[config.mk]
export PLATFORM = sky130hd
export DESIGN_NAME = sipo_rx
export DESIGN_NICKNAME = d
export VERILOG_FILES = /design/src/rtl/sipo_rx.sv
export SDC_FILE = /design/constraint.sdc
export NUM_CORES = 1
export LEC_CHECK = 0
export CORE_MARGIN = 5
export CORE_UTILIZATION = 45
export CTS_BUF_LIST = sky130_fd_sc_hd__clkbuf_2
export DETAILED_ROUTE_END_ITERATION = 6
export PLACE_DENSITY_LB_ADDON = 0.05
export SLEW_MARGIN = 10
export SYNTH_ARGS = -nofsm -noshare
export SYNTH_HDL_FRONTEND = slang
export SYNTH_SLANG_ARGS = --single-unit
[constraint.sdc]
create_clock -name clk -period 2 [get_ports clk]
set_clock_uncertainty 0.15 [all_clocks]
set_input_delay 0.2 -clock clk [delete_from_list [all_inputs] [get_ports clk]]
set_output_delay 0.2 -clock clk [all_outputs]
set_load 0.02 [all_outputs]
[src/rtl/sipo_rx.sv]
`default_nettype none
// ============================================================================
// Module   : sipo_rx
// Brief    : Serial-in/parallel-out receiver. Reassembles LSB-first serial
//            bits into N-bit words. Words are presented through a one-entry
//            valid/ready buffer, and a sticky overrun flag reports dropped
//            words. Gaps between bits are allowed, and flush aborts a
//            partial frame.
// Revision : 1.0 - initial release
// ============================================================================
module sipo_rx #(
  parameter int N  = 8,
  parameter int CW = $clog2(N + 1)
) (
  input  logic          clk,
  input  logic          rst,
  input  logic          s_in,
  input  logic          s_valid,
  input  logic          flush,
  output logic [N-1:0]  m_data,
  output logic          m_valid,
  input  logic          m_ready,
  output logic          busy,
  output logic [CW-1:0] bit_cnt,
  output logic          overrun,
  input  logic          clr_ovr
);

  // Frame state mirrors bit_cnt: IDLE when no bits are held, COLLECT otherwise.
  typedef enum logic [0:0] {
    IDLE    = 1'b0,
    COLLECT = 1'b1
  } state_t;

  localparam logic [CW-1:0] c_LAST_BIT = CW'(N - 1);

  state_t          state_q, state_d;
  logic [N-1:0]    sh_q, sh_d;
  logic [CW-1:0]   cnt_q, cnt_d;
  logic [N-1:0]    data_q, data_d;
  logic            valid_q, valid_d;
  logic            ovr_q, ovr_d;

  logic            w_accept;    // a serial bit is taken this cycle
  logic            w_complete;  // this bit finishes a word
  logic            w_pop;       // consumer takes the buffered word
  logic            w_drop;      // finished word has nowhere to go
  logic [N-1:0]    w_word;      // shift register including the current bit

  // Decode the per-cycle events. A flush cancels any bit in the same cycle.
  always_comb begin
    w_accept   = s_valid && !flush;
    w_word     = {s_in, sh_q[N-1:1]};
    w_complete = w_accept && (cnt_q == c_LAST_BIT);
    w_pop      = valid_q && m_ready;
    w_drop     = w_complete && valid_q && !m_ready;
  end

  // FSM next state: enter COLLECT on the first bit, leave on the Nth bit or a flush.
  always_comb begin
    state_d = state_q;
    case (state_q)
      IDLE: begin
        if (w_accept) begin
          state_d = COLLECT;
        end
      end
      COLLECT: begin
        if (flush || w_complete) begin
          state_d = IDLE;
        end
      end
      default: state_d = IDLE;
    endcase
  end

  // Shift register and bit counter. Bits enter at the MSB and move toward bit 0.
  always_comb begin
    sh_d  = sh_q;
    cnt_d = cnt_q;
    if (flush) begin
      sh_d  = '0;
      cnt_d = '0;
    end else if (s_valid) begin
      sh_d = w_word;
      if (w_complete) begin
        cnt_d = '0;
      end else begin
        cnt_d = cnt_q + CW'(1);
      end
    end
  end

  // Output buffer. A completed word loads when the buffer is empty or is
  // popped in the same cycle. Otherwise the word is dropped and the held
  // data stays unchanged.
  always_comb begin
    data_d  = data_q;
    valid_d = valid_q;
    if (w_complete && !w_drop) begin
      data_d  = w_word;
      valid_d = 1'b1;
    end else if (w_pop) begin
      valid_d = 1'b0;
    end
  end

  // Sticky overrun flag. If a drop and clr_ovr occur in the same cycle, the drop wins.
  always_comb begin
    ovr_d = ovr_q;
    if (w_drop) begin
      ovr_d = 1'b1;
    end else if (clr_ovr) begin
      ovr_d = 1'b0;
    end
  end

  // State registers with synchronous reset. Reset discards the partial frame and the buffered word.
  always_ff @(posedge clk) begin
    if (rst) begin
      state_q <= IDLE;
      sh_q    <= '0;
      cnt_q   <= '0;
      data_q  <= '0;
      valid_q <= 1'b0;
      ovr_q   <= 1'b0;
    end else begin
      state_q <= state_d;
      sh_q    <= sh_d;
      cnt_q   <= cnt_d;
      data_q  <= data_d;
      valid_q <= valid_d;
      ovr_q   <= ovr_d;
    end
  end

  assign m_data  = data_q;
  assign m_valid = valid_q;
  assign busy    = (state_q == COLLECT);
  assign bit_cnt = cnt_q;
  assign overrun = ovr_q;

endmodule
`default_nettype wire

==> impl_metrics.csv <==
group,metric,value,unit
sta,worst_pin_slew,0.4094,ns
layout,drive_gt1_share,8.182,%
worst_setup_path,endpoint_kind,"output port",
worst_setup_path,rrSetupSlack,0.38,ns
sta,finalCritPeriodShare,87.13,%
detailed_routing,drc,0,
detailed_routing,drt-vias-per-instance,4.759,
sta,whs,0.3357,ns
yosys,yosysWarnings,0,
floorplanning,initial_core_util,46.59,%
global_route,grt_max_degree,17,
floorplanning,io_pins,22,
job,maxCapViolCount,0,
detailed_routing,wl_per_cell,11.70,um
power_and_ir_drop,peakVddDrop,0.3908,mV
layout,nNetsFinal,120,
sta,grt_setup_unrepaired,"false",
yosys,yosysUniqueCellTypes,20,
sta,final_hold_viol_count,0,
place,gp_congestion,0.7936,
sta,relSlewSlack,72.71,%
place,hpwl,1203,um
worst_setup_path,r2r_start,"bit_cnt[0]$_SDFFE_PP0P_",
detailed_routing,detail_route.iter0.violations,2,
sta,min_period,1.743,ns
worst_setup_path,cp_top_family,"buffers and inverters",
hold_path,min_path_type,"register to register",
layout,instances_no_fill,137,
layout,utilization,59.79,%
yosys,syn_nets,96,
worst_setup_path,crit_type,"register to output port",
yosys,yosysSeqAreaShare,48.69,%
worst_setup_path,startpoint,"bit_cnt[3]$_SDFFE_PP0P_",
layout,syn2layout_area_growth,28.35,%
floorplanning,core_area,1942,um^2
global_route,track_usage,13.41,%
power_and_ir_drop,leakage,0.4026,nW
detailed_routing,antenna_left,0,
floorplanning,dieArea,3007,um^2
worst_setup_path,path_max_fanout,5,
clock_tree,clk_pin_slew,0.18,ns
global_route,grt_overflow,0,
clock_tree,clk_path_buf_depth,2,
global_route,antenna_found_initial,0,
floorplanning,die_x,54.84,um
worst_setup_path,crit_buf_inv,1,
clock_tree,htree_levels,1,
clock_tree,clkLatencyLatePin,0.31,ns
detailed_routing,dr.pass1.iters,4,
place,placedCellCount,134,
clock_tree,cts_tree,"yes",
clock_tree,cts_hold_buf,0,
sta,fmax,0.5739,GHz
hold_path,hold_start,"m_data[2]$_SDFFE_PP0P_",
clock_tree,cts_sinks,22,
layout,final_common_cell,"dfxtp_1",
worst_setup_path,cp.required,1.65,ns
sta,tns,0,ns
layout,multi_input_area,439.2,um^2
sta,finalSetupViolCount,0,
yosys,ys_seq_elements,22,
detailed_routing,vias,652,
clock_tree,postCtsResizedCells,0,
global_route,grt_first_pass_wirelength,2849,um
yosys,synth_area,904.6,um^2
clock_tree,root_buffer,"clkbuf_2",
worst_setup_path,cpPeakStageDelay,0.64,ns
yosys,synth_cells,88,
global_route,grt_pass1_vias,642,
yosys,avgSynthCellArea,10.28,um^2
worst_setup_path,cp.arrival,1.39,ns
power_and_ir_drop,p_per_area,566.0,nW/um^2
layout,seqCellArea,440.4,um^2
layout,fill_cells,188,
detailed_routing,drt-total-wl,1603,um
worst_setup_path,crit_path_cell_trace,"clkdlybuf4s50_1",
worst_setup_path,cp_slowest_cell,"clkdlybuf4s50_1",
floorplanning,rows,16,
layout,layout_common_cells,"dfxtp_1, clkdlybuf4s50_1, nand2b_1, mux2i_1, nor2_1",
sta,slew_viol_final,0,
clock_tree,postCtsSetupBuffers,0,
place,numPortBuffers,21,
worst_setup_path,cp-start-kind,"register",
floorplanning,die_h,54.84,um
layout,diodes,0,
outcome,outcome,"finished, final reports clean",
clock_tree,cts_made_buffers,3,
==> synth_stat cells <==
library cell	n	area share, %
xor2_1	2	1.9
nor4b_2	1	1.7
nand4_1	1	0.69
xnor2_1	1	0.97
buf_4	1	0.83
or3b_2	1	0.97
a21oi_1	1	0.55
or3_1	1	0.69
ha_1	1	1.4
o31ai_2	1	1.4
a211oi_1	1	0.83
nand2b_1	18	12
dfxtp_1	22	49
clkbuf_1	2	0.83
nor2_1	10	4.1
mux2i_1	16	18
nand2_1	2	0.83
nor3_1	3	1.7
buf_2	2	1.1
or2_1	1	0.69
==> power by group <==
| part | switching, mW | internal [mW] |
|---|---|---|
| clock | 0.119 | 0.0409 |
| combinational | 0.0223 | 0.0293 |
| sequential | 0.00314 | 0.442 |
==> state kept, by name, summed over array words and instances (netlist names) <==
signal / count
bit_cnt: 4
busy: 1
m_data: 8
m_valid: 1
overrun: 1
sh_q: 7
==> per-layer routing <==
| layer | global-route usage (%) | vias up | wire (um) |
|---|---|---|---|
| met1 | 18.91 | 292 | 814 |
| met3 | 2.452 | 2 | 84 |
| met4 | 6.224 | 0 | 16 |
| li1 | - | 342 | - |
| met5 | 0 | - | 0 |
| met2 | 19.49 | 16 | 688 |
==> area by class of cell <==
type                    count  share of cell area (%)
clock buffers               3                   1.293
multi-input cells          61                   37.82
flip-flops and latches     22                   37.93
well taps                  27                   2.909
repair buffers             24                   20.04
==> logic make-up after synthesis <==
group / after synthesis / synth area share [%]
AOI/OAI and AO/OA: 3 / 2.766
xor gates and xnor gates: 3 / 2.905
adders and majority gates: 1 / 1.383
buffers and inverters: 5 / 2.767
DFF: 22 / 48.69
muxes: 16 / 17.70
and+or+nand+nor: 38 / 23.79
==> path summary, 6_finish.rpt <==
kind                             to  depth (start not counted)
max                      bit_cnt[3]                          1
min          m_data[2]$_SDFFE_PP0P_                          2
max reg2reg  m_data[4]$_SDFFE_PP0P_                          5
min reg2reg  m_data[2]$_SDFFE_PP0P_                          2
==> per-stage QoR <==
step	total power [mW]	setup WS (ns)	instance area, um^2
4_1_cts	0.6674	0.2315	1161
3_3_place_gp	0.5059	0.3430	1146
6_report	0.6572	0.2574	1161
3_5_place_dp	0.5062	0.2830	1146
5_1_grt	0.6910	0.1770	1161
2_1_floorplan	0.4830	0.4405	904.6
(Power assumes the default switching activity.)
